[src/rtl/crc_pkg.sv]
// Shared types and constants for the CRC frame controller.
package crc_pkg;

    localparam int CRC_W = 16;
    localparam logic [CRC_W-1:0] CRC_SEED = 16'h0000;
    localparam logic [CRC_W-1:0] CRC_GOOD_RESIDUE = 16'h0000;

    typedef enum logic [2:0] {
        IDLE,
        CLR,
        FEED,
        WAIT,
        APPEND,
        REPORT
    } state_t;

endpackage

[src/rtl/crc_wdog.sv]
// Watchdog timer that bounds how long the controller waits for the CRC engine.
// The counter holds the number of WAIT cycles already elapsed, so 'expired'
// is high during the TIMEOUT-th cycle of waiting.
module crc_wdog #(
    parameter int TIMEOUT = 15
) (
    input  logic clk,
    input  logic rst,
    input  logic clear,
    input  logic enable,
    output logic expired
);

    localparam int CW = (TIMEOUT < 2) ? 1 : $clog2(TIMEOUT + 1);

    logic [CW-1:0] cnt;

    // Elapsed-cycle counter; saturates once expired so it never wraps.
    always_ff @(posedge clk or posedge rst) begin
        if (rst) begin
            cnt <= '0;
        end else if (clear) begin
            cnt <= '0;
        end else if (enable && !expired) begin
            cnt <= cnt + CW'(1);
        end
    end

    assign expired = (cnt == CW'(TIMEOUT - 1));

endmodule

[src/rtl/crc_frame_ctrl.sv]
// Frame controller around an external CRC16 engine: passes words through,
// then either appends the CRC (generate) or reports the residue check (check).
//
// state  | meaning
// IDLE   | no frame; waiting for the first upstream word
// CLR    | one-cycle seed pulse to the CRC engine
// FEED   | pass words downstream and into the engine
// WAIT   | waiting for the engine result, bounded by the watchdog
// APPEND | presenting the CRC word downstream (generate mode)
// REPORT | one-cycle check result pulse (check mode)
module crc_frame_ctrl
    import crc_pkg::*;
#(
    parameter int MAX_WORDS = 256,
    parameter int TIMEOUT   = 15
) (
    input  logic             clk,
    input  logic             rst,
    input  logic             s_valid,
    input  logic [CRC_W-1:0] s_data,
    input  logic             s_last,
    input  logic             s_mode,
    output logic             s_ready,
    output logic             m_valid,
    output logic [CRC_W-1:0] m_data,
    output logic             m_last,
    input  logic             m_ready,
    output logic             crc_clr,
    output logic             crc_din_valid,
    output logic [CRC_W-1:0] crc_din,
    input  logic             crc_dout_valid,
    input  logic [CRC_W-1:0] crc_dout,
    output logic             chk_done,
    output logic             chk_ok,
    output logic             err_timeout
);

    localparam int WCW = $clog2(MAX_WORDS + 1);

    state_t           state;
    state_t           nxt;
    logic             mode_r;
    logic [CRC_W-1:0] crc_r;
    logic [WCW-1:0]   wcnt;
    logic [WCW-1:0]   cnt_next;
    logic             accept;
    logic             last_acc;
    logic             wd_expired;

    assign accept   = (state == FEED) && s_valid && m_ready;
    assign cnt_next = wcnt + WCW'(1);
    // A full frame ends even when upstream never marks its last word.
    assign last_acc = accept && (s_last || (cnt_next == WCW'(MAX_WORDS)));

    crc_wdog #(
        .TIMEOUT(TIMEOUT)
    ) u_wdog (
        .clk    (clk),
        .rst    (rst),
        .clear  (last_acc),
        .enable (state == WAIT),
        .expired(wd_expired)
    );

    // State register.
    always_ff @(posedge clk or posedge rst) begin
        if (rst) begin
            state <= IDLE;
        end else begin
            state <= nxt;
        end
    end

    // Frame mode, word count and captured engine result.
    always_ff @(posedge clk or posedge rst) begin
        if (rst) begin
            mode_r <= 1'b0;
            wcnt   <= '0;
            crc_r  <= CRC_SEED;
        end else begin
            if (state == IDLE && s_valid) begin
                mode_r <= s_mode;
            end
            if (state == CLR) begin
                wcnt <= '0;
            end else if (accept) begin
                wcnt <= cnt_next;
            end
            if (state == WAIT && crc_dout_valid) begin
                crc_r <= crc_dout;
            end
        end
    end

    // Next-state and output decode; a valid result beats a same-cycle timeout.
    always_comb begin
        nxt           = state;
        s_ready       = 1'b0;
        m_valid       = 1'b0;
        m_data        = '0;
        m_last        = 1'b0;
        crc_clr       = 1'b0;
        crc_din_valid = 1'b0;
        crc_din       = '0;
        chk_done      = 1'b0;
        chk_ok        = 1'b0;
        err_timeout   = 1'b0;
        case (state)
            IDLE: begin
                if (s_valid) begin
                    nxt = CLR;
                end
            end
            CLR: begin
                crc_clr = 1'b1;
                nxt     = FEED;
            end
            FEED: begin
                s_ready       = m_ready;
                m_valid       = s_valid;
                m_data        = s_data;
                m_last        = mode_r & s_last;
                crc_din_valid = accept;
                crc_din       = accept ? s_data : '0;
                if (last_acc) begin
                    nxt = WAIT;
                end
            end
            WAIT: begin
                if (crc_dout_valid) begin
                    nxt = mode_r ? REPORT : APPEND;
                end else if (wd_expired) begin
                    err_timeout = 1'b1;
                    nxt         = IDLE;
                end
            end
            APPEND: begin
                m_valid = 1'b1;
                m_data  = crc_r;
                m_last  = 1'b1;
                if (m_ready) begin
                    nxt = IDLE;
                end
            end
            REPORT: begin
                chk_done = 1'b1;
                chk_ok   = (crc_r == CRC_GOOD_RESIDUE);
                nxt      = IDLE;
            end
            default: nxt = IDLE;
        endcase
    end

endmodule

[config.mk]
export PLATFORM = sky130hd
export DESIGN_NAME = crc_frame_ctrl
export DESIGN_NICKNAME = d
export VERILOG_FILES = /design/src/rtl/crc_pkg.sv /design/src/rtl/crc_wdog.sv /design/src/rtl/crc_frame_ctrl.sv
export SDC_FILE = /design/constraint.sdc
export NUM_CORES = 1
export LEC_CHECK = 0
export BUFFER_PORTS_ARGS = -buffer_cell sky130_fd_sc_hd__buf_4
export CAP_MARGIN = 10
export CORE_ASPECT_RATIO = 1.25
export CORE_MARGIN = 10
export CORE_UTILIZATION = 35
export CTS_BUF_LIST = sky130_fd_sc_hd__clkbuf_8 sky130_fd_sc_hd__clkbuf_16
export CTS_CLUSTER_SIZE = 25
export DETAILED_ROUTE_END_ITERATION = 6
export PLACE_DENSITY = 0.67
export SYNTH_ARGS = -nofsm -noshare
export SYNTH_HDL_FRONTEND = slang
export SYNTH_SLANG_ARGS = --single-unit
[constraint.sdc]
create_clock -name clk -period 4.2 [get_ports clk]
set_clock_uncertainty 0.1 [all_clocks]
set_input_delay 0.21 -clock clk [delete_from_list [all_inputs] [get_ports clk]]
set_output_delay 0.21 -clock clk [all_outputs]
set_load 0.02 [all_outputs]
==> flow_summary.toml, run 1 <==
[global_route]
first_global_vias = 1769
grt_start_max_net_pins = 34
gr-usage-all-layers_pct = 12.2
grt_antenna_before_repair = 0
grt_pass1_wl_um = 8720
grt.overflow.total = 0

[cells_and_area]
n_antenna_cell = 0
fill_cells = 551
fraction_of_final_layout_cells_sized_beyond_drive_strength_1_pct = 42.6
utilization_pct = 49.4
num-nets-final = 311
fin_cells = 334
layout.cell_area.non_filler_um2 = 2670
area_delta_synth_final_pct = 37.6

[synthesis]
synth_top_flop_cell = "sky130_fd_sc_hd__dfrtp_1"
yosys.area_share.adder_pct = 1.94
synth.yosys.warnings = 0
synth_largest_type_area_fraction_pct = 42.6
synth_enable_flop_cells = 0
syn-cell-area_um2 = 1940
post_synth_main_area_contributors = "sky130_fd_sc_hd__dfrtp_1 (43%), sky130_fd_sc_hd__mux2_2 (8.7%), sky130_fd_sc_hd__a22o_1 (7.2%)"
synth-compound-area-share_pct = 13.9
synth-xor-area-share_pct = 2.71
synthesis.nets = 233
synth_area_leader_cell = "sky130_fd_sc_hd__dfrtp_1"
async_sr_flop_fraction_pct = 100
cells_after_synth = 191
synth_top_family_by_area = "simple AND/OR/NAND/NOR gates"
seq_area_frac_synth_pct = 42.6
synth_seq_cells = 33
post_synth_and_or_nand_nor_area_fraction_pct = 24.4
syn-mean-instance-area_um2 = 10.2
yosys.cell_types.count = 43
post_synth_mux_area_share_pct = 9.87

[worst_setup_path]
r2r_worst_path_depth = 7
ff2ff_setup_slack_ns = 1.89
reg2reg_to = "wcnt[6]"
critical_path.endpoint = "crc_din[5]"
cp.required_ns = 3.89
worstPathArrival_ns = 2.30
cp-startpoint = "state[1]"
path_max_fanout = 25
endpoint_kind = "output port"
reg2reg_from = "state[1]"
critical_path.startpoint_type = "flip-flop"
worstSetupPathType = "flip-flop to output port"

[sta]
timing.final.setup_violations = 0
worst_slew_pin_slew_ns = 0.675
rsz_0062_raised_after_global_routing = "no"
final_critical_path_setup_slack_ns = 1.59
max_slew_margin_pct = 55.0
final_hold_fails = 0
finalMaxSlewViolations = 0
timing.final.crit_period_ns = 2.61
final_min_period_over_clock_period_pct = 62.1
tns_ns = 0
achievable-frequency_ghz = 0.383
final.hold.worst_slack_ns = 0.0359

[detailed_routing]
top_signal_layer_used = "met4"
routed-via-count = 1710
detail_route.iter0.violations = 110
drt-total-wl_um = 5370
drc = 0
met1_length_um = 2060
dr.pass1.iters = 5
detail_route.wl_per_cell_um = 16.1
remaining_antenna_violation_count_after_routing = 0
detailroute.wirelength.met2_um = 2750
route.met3.wl_um = 494
viasPerCell = 5.12

[clock_tree]
cts_hold_buffers = 1
cts_tree = "yes"
clock_tree.htree_level_count = 2
post_cts_setup_inserts = 0
cts_root_buf = "sky130_fd_sc_hd__clkbuf_8"
post_cts.resized_instances = 0
cts-buffers-inserted = 5
cts.reportedPaths.clkPinSlew_ns = 0.06
clock_latency_ns = 0.29
clockBufferDepth = 2
cts.sinks = 33

[pwr]
static-leakage-power_nw = 1.31
pwr_density_cell_nw_per_um2 = 598
power.total_mw = 1.60
power.ir.vdd_worst_mv = 0.269

[die]
die_height_um = 103
die_w_um = 86.6
pin_count = 79
core.rowCount = 30
initial_utilization_pct = 35.9
die_footprint_um2 = 8940
placeableCoreArea_um2 = 5410

[placed_design]
placed_cells_incl_taps = 325
dpl.hpwl_um = 4150
instance_area_after_placement_um2 = 2560
port-buffer-count = 78
detailedPlace.worstSlack_ns = 1.89
gp_congestion = 0.772

[flow_run]
max-cap-violations = 0

[min_path]
hold_path_class = "input port to flip-flop"

[status]
outcome = "finished, final reports clean"
cell families after synthesis:
kind of cell,Yosys count
AO/OA/AOI/OAI,37
XOR/XNOR,6
adder cells (fa/ha/maj),3
buffers and inverters,17
flip-flops,33
multiplexers,17
AND/OR/NAND/NOR,78
flip-flops by register name (all words and copies together), names as in the netlist:
register    cells
state           3
mode_r          1
u_wdog.cnt      4
crc_r          16
wcnt            9
cells in the final DEF, fill, tap and decap left out, types with 3 or more instances in the layout:
| cell type | count |
|---|---|
| sky130_fd_sc_hd__o21ai_0 | 9 |
| sky130_fd_sc_hd__nor4_1 | 5 |
| sky130_fd_sc_hd__inv_1 | 5 |
| sky130_fd_sc_hd__dfrtp_1 | 33 |
| sky130_fd_sc_hd__clkbuf_8 | 7 |
| sky130_fd_sc_hd__nor2_1 | 14 |
| sky130_fd_sc_hd__ha_1 | 3 |
| sky130_fd_sc_hd__a22o_1 | 16 |
| sky130_fd_sc_hd__nand3_1 | 5 |
| sky130_fd_sc_hd__mux2_2 | 15 |
| sky130_fd_sc_hd__o21ai_1 | 4 |
| sky130_fd_sc_hd__buf_4 | 80 |
| sky130_fd_sc_hd__nand2_1 | 17 |
| sky130_fd_sc_hd__xor2_1 | 4 |
| sky130_fd_sc_hd__and2_1 | 18 |
cell usage after synthesis, types with 3 or more instances:
master / number
sky130_fd_sc_hd__a22o_1: 16
sky130_fd_sc_hd__and2_1: 18
sky130_fd_sc_hd__buf_2: 5
sky130_fd_sc_hd__dfrtp_1: 33
sky130_fd_sc_hd__ha_1: 3
sky130_fd_sc_hd__inv_1: 5
sky130_fd_sc_hd__mux2_2: 15
sky130_fd_sc_hd__nand2_1: 17
sky130_fd_sc_hd__nand3_1: 5
sky130_fd_sc_hd__nor2_1: 14
sky130_fd_sc_hd__nor4_1: 5
sky130_fd_sc_hd__o21ai_0: 9
sky130_fd_sc_hd__o21ai_1: 4
sky130_fd_sc_hd__xor2_1: 4
critical path: stages (launching register included):
cell and delay [ns]:
sky130_fd_sc_hd__dfrtp_1 0.53, sky130_fd_sc_hd__nor3b_4 0.24, sky130_fd_sc_hd__buf_4 0.27, sky130_fd_sc_hd__nand3_2 0.26, sky130_fd_sc_hd__inv_2 0.39, sky130_fd_sc_hd__and2_1 0.19, sky130_fd_sc_hd__buf_4 0.14
layer usage:
layer | vias up | global-route usage [%]
li1 | 837 | -
met1 | 806 | 13.1
met2 | 61 | 20.6
met3 | 6 | 5.64
met4 | 0 | 4.87
met5 | - | 0
how the worst min path moves through the flow:
stage | from | end | slack [ns] | cells after the start
2_1_floorplan | m_ready | state[2] | 0.22 | 1
3_3_place_gp | rst | wcnt[4] | 0.23 | 3
3_5_place_dp | rst | wcnt[4] | 0.24 | 3
4_1_cts | crc_dout[3] | crc_r[3] | 0.03 | 2
5_1_grt | crc_dout[3] | crc_r[3] | 0.04 | 2
6_report | crc_dout[3] | crc_r[3] | 0.04 | 2
report_power, final:
| part | switching, mW | internal [mW] | total [mW] |
|---|---|---|---|
| Sequential | 0.139 | 0.447 | 0.586 |
| Clock | 0.117 | 0.148 | 0.265 |
| Combinational | 0.376 | 0.370 | 0.746 |
area by class of cell:
type | instances | area (um^2) | area share (%)
clock buffer | 7 | 96.3 | 3.61
tap | 64 | 80.1 | 3.00
clock inverter | 1 | 5.00 | 0.188
inverter | 7 | 27.5 | 1.03
timing repair buffer | 81 | 611 | 22.9
sequential | 33 | 826 | 30.9
multi-input combinational | 141 | 1020 | 38.3
(Power assumes the default switching activity.)
==> inputs of run 2 (changes only) <==
==> constraint.sdc (replaced) <==
create_clock -name clk -period 2.4 [get_ports clk]
set_clock_uncertainty 0.1 [all_clocks]
set_input_delay 0.12 -clock clk [delete_from_list [all_inputs] [get_ports clk]]
set_output_delay 0.12 -clock clk [all_outputs]
set_load 0.02 [all_outputs]
==> run 2 against run 1 <==
Compared with the run above: highest routed layer unchanged; critical path depth fell by 1; hold slack improved by 0.066 ns; critical path type unchanged; sequential cell count did not move; first-iteration DRC count up 10%; clock-buffer cell count is 2 lower; core utilization up 3.1 points; global-route usage grew 0.81 points; cell count increased by 5.7%.
==> flow_summary.toml, run 2 (synthesized netlist as in run 1, its figures left out) <==
[status]
outcome = "finished, final reports clean"

[die]
core.rowCount = 30
die_w_um = 86.6
pin_count = 79
placeableCoreArea_um2 = 5410
die_height_um = 103
initial_utilization_pct = 35.9
die_footprint_um2 = 8940

[detailed_routing]
viasPerCell = 5.04
detail_route.wl_per_cell_um = 16.1
drc = 0
routed-via-count = 1780
dr.pass1.iters = 4
drt-total-wl_um = 5680
detail_route.iter0.violations = 121
remaining_antenna_violation_count_after_routing = 0

[global_route]
grt_start_max_net_pins = 34
grt_pass1_wl_um = 9510
gr-usage-met3_pct = 5.17
global_route.usage.met1_pct = 14.9
gr-usage-all-layers_pct = 13.1
grt_antenna_before_repair = 0
first_global_vias = 1930
grt.overflow.total = 0
grt-busiest-layer = "met2"
groute.layer.met2.usage_pct = 22.1

[clock_tree]
cts_tree = "yes"
clock_tree.htree_level_count = 2
cts_root_buf = "sky130_fd_sc_hd__clkbuf_8"
cts-buffers-inserted = 5
cts.reportedPaths.clkPinSlew_ns = 0.07
clockBufferDepth = 2
cts.sinks = 33
clock_latency_ns = 0.28

[cells_and_area]
fill_cells = 531
num-nets-final = 330
n_antenna_cell = 0
fraction_of_final_layout_cells_sized_beyond_drive_strength_1_pct = 39.1
leading_cell_types_in_the_layout_fill_and_taps_excluded = "sky130_fd_sc_hd__buf_4 (81), sky130_fd_sc_hd__dfrtp_1 (33), sky130_fd_sc_hd__dlygate4sd3_1 (19)"
max_flop_register = "crc_r"
biggestRegsByFlops = "crc_r: 16 flops, wcnt: 9 flops, u_wdog.cnt: 4 flops"
total_area_of_multi_input_combinational_cells_um2 = 1020
layout_commonest_cell = "sky130_fd_sc_hd__buf_4"
final-seq-area_um2 = 826
area_delta_synth_final_pct = 46.2
largest_register_ff_count = 16

[worst_setup_path]
critPathBufInv = 2
critical-path-slowest-cell = "sky130_fd_sc_hd__and2_1"
worstSetupPathType = "flip-flop to output port"
worstPathArrival_ns = 1.98
crit_path_cell_trace = "nor2_1 > and2_1 > inv_1 > nand2_1 > buf_4"
path_max_fanout = 17
cp.required_ns = 2.18
r2r_worst_path_depth = 6
endpoint_kind = "output port"
cp_top_family = "simple AND/OR/NAND/NOR gates"
reg2reg_to = "wcnt[4]"
max_stage_delay_ns = 0.59
reg2reg_from = "state[1]"
critical_path.startpoint_type = "flip-flop"
ff2ff_setup_slack_ns = 0.52

[min_path]
hold_start = "crc_dout_valid"
hold_path_class = "input port to flip-flop"
worstHoldEndpoint = "state[0]"
min_delay_path_depth = 3

[placed_design]
dpl.hpwl_um = 4120
port-buffer-count = 78
gp_congestion = 0.872

[pwr]
sw_frac_of_total_pct = 40.5
power_frac_clock_pct = 14.3
power.sequential.fraction_pct = 37.1
switching_power_mw = 1.12
power.ir.vdd_worst_mv = 0.491
pwr_density_cell_nw_per_um2 = 976
power.combinational.fraction_pct = 48.6
static-leakage-power_nw = 1.38
power.total_mw = 2.77
internal_power_mw = 1.65

[sta]
rsz_0062_raised_after_global_routing = "no"
tns_ns = 0
timing.final.setup_violations = 0
timing.final.crit_period_ns = 2.20
worst_slew_pin_slew_ns = 0.690
max_slew_margin_pct = 54.0
final_min_period_over_clock_period_pct = 91.8
final_hold_fails = 0
finalMaxSlewViolations = 0
achievable-frequency_ghz = 0.454

[flow_run]
max-cap-violations = 0
run 2: changes by cell type in the layout (fill, tap and decap cells not counted):
cell | previous run | this run
sky130_fd_sc_hd__dlygate4sd3_1 | 1 | 19
sky130_fd_sc_hd__buf_4 | 80 | 81
sky130_fd_sc_hd__clkinv_2 | 2 | 1
sky130_fd_sc_hd__inv_1 | 5 | 8
sky130_fd_sc_hd__clkbuf_8 | 7 | 5
run 2: worst max path at each step:
stage	startpoint	to	slack, ns	depth (start not counted)
2_1_floorplan	state[1]	wcnt[6]	0.80	6
3_3_place_gp	state[0]	m_last	0.59	5
3_5_place_dp	state[0]	m_valid	0.52	5
4_1_cts	state[0]	m_valid	0.20	5
5_1_grt	state[0]	m_valid	0.004	5
6_report	state[0]	m_valid	0.20	5
run 2: what timing repair did:
action	CTS	global route
buffers inserted	0	0
gates resized for setup	0	0
hold endpoints to repair	51	0
hold buffers	19	0
run 2: routing by layer:
metal,vias to the layer above,wire length [um]
met5,-,0
met4,0,59
met1,845,2320
met3,5,421
li1,873,-
met2,57,2880
run 2: metrics by stage:
step / util (%) / hold slack, ns / area (um^2) / std cells / worst slack (ns)
6_report: 52.5 / 0.102 / 2840 / 353 / 0.197
5_1_grt: 52.5 / 0.116 / 2840 / 353 / 0.00424
4_1_cts: 52.5 / 0.101 / 2840 / 353 / 0.205
3_5_place_dp: 47.5 / 0.150 / 2560 / 326 / 0.519
3_3_place_gp: 47.5 / 0.146 / 2560 / 326 / 0.587
2_1_floorplan: - / 0.128 / 1940 / 191 / 0.801
run 2: worst register-to-register path: stages (launching register included):
cell and delay, ns:
sky130_fd_sc_hd__dfrtp_1 0.53, sky130_fd_sc_hd__nor3b_4 0.27, sky130_fd_sc_hd__nand3_2 0.11, sky130_fd_sc_hd__inv_2 0.32, sky130_fd_sc_hd__nor2_2 0.15, sky130_fd_sc_hd__o21ai_0 0.19
sky130_fd_sc_hd__o21ai_1 0.09
run 2: layout make-up:
class	count	share of cell area (%)
Clock buffer	5	2.43
Clock inverter	3	0.397
Inverter	7	0.971
Multi-Input combinational cell	141	36.1
Sequential cell	33	29.1
Tap cell	64	2.82
Timing Repair Buffer	100	28.2
run 2: power by group through the flow:
stage | logic [mW] | clock network (mW) | registers, mW
after detailed placement | 1.33 | 0 | 1.03
final | 1.35 | 0.396 | 1.03
after global placement | 1.31 | 0 | 1.03
after floorplan | 0.988 | 0 | 0.931
after CTS | 1.36 | 0.405 | 1.02
after global routing | 1.47 | 0.430 | 1.06
==> inputs of run 3 (changes only) <==
--- a/config.mk
+++ b/config.mk
@@ -7,13 +7,15 @@
 export LEC_CHECK = 0
 export BUFFER_PORTS_ARGS = -buffer_cell sky130_fd_sc_hd__buf_4
 export CAP_MARGIN = 10
+export CELL_PAD_IN_SITES_DETAIL_PLACEMENT = 0
+export CELL_PAD_IN_SITES_GLOBAL_PLACEMENT = 1
 export CORE_ASPECT_RATIO = 1.25
 export CORE_MARGIN = 10
 export CORE_UTILIZATION = 35
 export CTS_BUF_LIST = sky130_fd_sc_hd__clkbuf_8 sky130_fd_sc_hd__clkbuf_16
 export CTS_CLUSTER_SIZE = 25
 export DETAILED_ROUTE_END_ITERATION = 6
-export PLACE_DENSITY = 0.67
+export PLACE_DENSITY = 0.84
 export SYNTH_ARGS = -nofsm -noshare
 export SYNTH_HDL_FRONTEND = slang
 export SYNTH_SLANG_ARGS = --single-unit
==> run 3 against run 2 <==
Compared with the run above: cell count did not move; clock power is 3% lower; sequential cell count unchanged.
==> flow_summary.toml, run 3 (synthesized netlist as in run 1, its figures left out) <==
[status]
outcome = "finished, final reports clean"

[detailed_routing]
drc = 0
remaining_antenna_violation_count_after_routing = 0
routed-via-count = 1778
drt-total-wl_um = 5650
detail_route.iter0.violations = 105
viasPerCell = 5.04
dr.pass1.iters = 4
detail_route.wl_per_cell_um = 16.0

[cells_and_area]
area_delta_synth_final_pct = 46.3
num-nets-final = 330
fraction_of_final_layout_cells_sized_beyond_drive_strength_1_pct = 39.1
biggestRegsByFlops = "crc_r: 16 flops, wcnt: 9 flops, u_wdog.cnt: 4 flops"
max_flop_register = "crc_r"
largest_register_ff_count = 16
n_antenna_cell = 0
layout_commonest_cell = "sky130_fd_sc_hd__buf_4"
leading_cell_types_in_the_layout_fill_and_taps_excluded = "sky130_fd_sc_hd__buf_4 (81), sky130_fd_sc_hd__dfrtp_1 (33), sky130_fd_sc_hd__dlygate4sd3_1 (19)"
fill_cells = 500

[sta]
final_min_period_over_clock_period_pct = 91.4
final_critical_path_setup_slack_ns = 0.207
tns_ns = 0
final_hold_fails = 0
final.hold.worst_slack_ns = 0.0935
max_slew_margin_pct = 71.5
timing.final.setup_violations = 0
timing.final.crit_period_ns = 2.19
rsz_0062_raised_after_global_routing = "no"
achievable-frequency_ghz = 0.456
finalMaxSlewViolations = 0
worst_slew_pin_slew_ns = 0.428

[placed_design]
port-buffer-count = 78
gp_congestion = 0.855
detailedPlace.worstSlack_ns = 0.376
dpl.hpwl_um = 4190

[worst_setup_path]
critical-path-slowest-cell = "sky130_fd_sc_hd__dfrtp_1"
crit_path_cell_trace = "nor3b_4 > nand3_2 > clkinv_2 > and2_1 > buf_4"
cp.required_ns = 2.18
endpoint_kind = "output port"
max_stage_delay_ns = 0.53
worstSetupPathType = "flip-flop to output port"
worstPathArrival_ns = 1.97
path_max_fanout = 25
critical_path.startpoint_type = "flip-flop"

[pwr]
power_frac_clock_pct = 14.0
power.ir.vdd_worst_mv = 0.487
switching_power_mw = 1.11
internal_power_mw = 1.64
power.combinational.fraction_pct = 48.8
power.sequential.fraction_pct = 37.2
sw_frac_of_total_pct = 40.3
static-leakage-power_nw = 1.38
pwr_density_cell_nw_per_um2 = 971

[clock_tree]
cts.sinks = 33
clockBufferDepth = 2
clock_latency_ns = 0.28
cts.reportedPaths.clkPinSlew_ns = 0.06
clock_tree.htree_level_count = 2
cts_root_buf = "sky130_fd_sc_hd__clkbuf_8"
cts_tree = "yes"
cts-buffers-inserted = 5

[global_route]
groute.layer.met2.usage_pct = 21.7
grt.overflow.total = 0
gr-usage-all-layers_pct = 12.6
gr-usage-met3_pct = 5.41
global_route.usage.met1_pct = 13.8
grt_start_max_net_pins = 34
first_global_vias = 1925
grt-busiest-layer = "met2"
grt_antenna_before_repair = 0
grt_pass1_wl_um = 9080

[flow_run]
max-cap-violations = 0

[die]
initial_utilization_pct = 35.9
die_w_um = 86.6
die_footprint_um2 = 8940
placeableCoreArea_um2 = 5410
core.rowCount = 30
pin_count = 79
die_height_um = 103

[min_path]
hold_path_class = "input port to flip-flop"
==> run 3: critical path, delay by kind of cell, from the launching register on <==
family,cells,cell delay (ns)
buffers and inverters,2,0.47
AND/OR/NAND/NOR,3,0.69
flip-flops,1,0.53
==> run 3: power groups by stage <==
stage | registers [mW] | logic, mW | clock network, mW
after detailed placement | 1.03 | 1.32 | 0
final | 1.03 | 1.34 | 0.385
after floorplan | 0.931 | 0.988 | 0
after CTS | 1.03 | 1.36 | 0.400
after global routing | 1.07 | 1.47 | 0.420
after global placement | 1.03 | 1.31 | 0
==> run 3: through the flow <==
step | area, um^2 | power (mW) | util (%) | instances
final | 2840 | 2.75 | 52.5 | 353
after detailed placement | 2560 | 2.36 | 47.5 | 326
after global placement | 2560 | 2.34 | 47.5 | 326
after global routing | 2840 | 2.96 | 52.5 | 353
after floorplan | 1940 | 1.92 | - | 191
after CTS | 2840 | 2.78 | 52.5 | 353
==> run 3: layout make-up <==
| cell class | count | area (um^2) | area share [%] |
|---|---|---|---|
| Timing Repair Buffer | 100 | 798 | 28.1 |
| Tap cell | 64 | 80.1 | 2.82 |
| Sequential cell | 33 | 826 | 29.1 |
| Clock buffer | 5 | 68.8 | 2.43 |
| Clock inverter | 3 | 11.3 | 0.397 |
| Inverter | 7 | 28.8 | 1.01 |
| Multi-Input combinational cell | 141 | 1020 | 36.1 |
==> run 3: what timing repair did <==
item                                   4_1_cts  5_1_grt
hold buffers                                19        0
resized for setup                            0        1
setup endpoints to repair                    0        8
endpoints found under the hold margin       51        0
buffers inserted                             0        0
==> run 3: path summary, 6_finish.rpt <==
check | from | to | slack (ns) | depth (start not counted)
max | state[1] | crc_din[13] | 0.21 | 5
min | crc_dout_valid | state[1] | 0.09 | 3
max reg2reg | state[1] | wcnt[6] | 0.43 | 6
min reg2reg | wcnt[8] | wcnt[8] | 0.43 | 1
max in group asynchronous | rst | crc_r[6] | 1.51 | 4
min in group asynchronous | rst | wcnt[7] | 0.38 | 4
==> run 3: layer usage <==
layer / vias up / share of wire (%)
met5: - / 0
met4: 0 / 0.69
met3: 5 / 8.0
met2: 62 / 52
met1: 843 / 40
li1: 868 / -
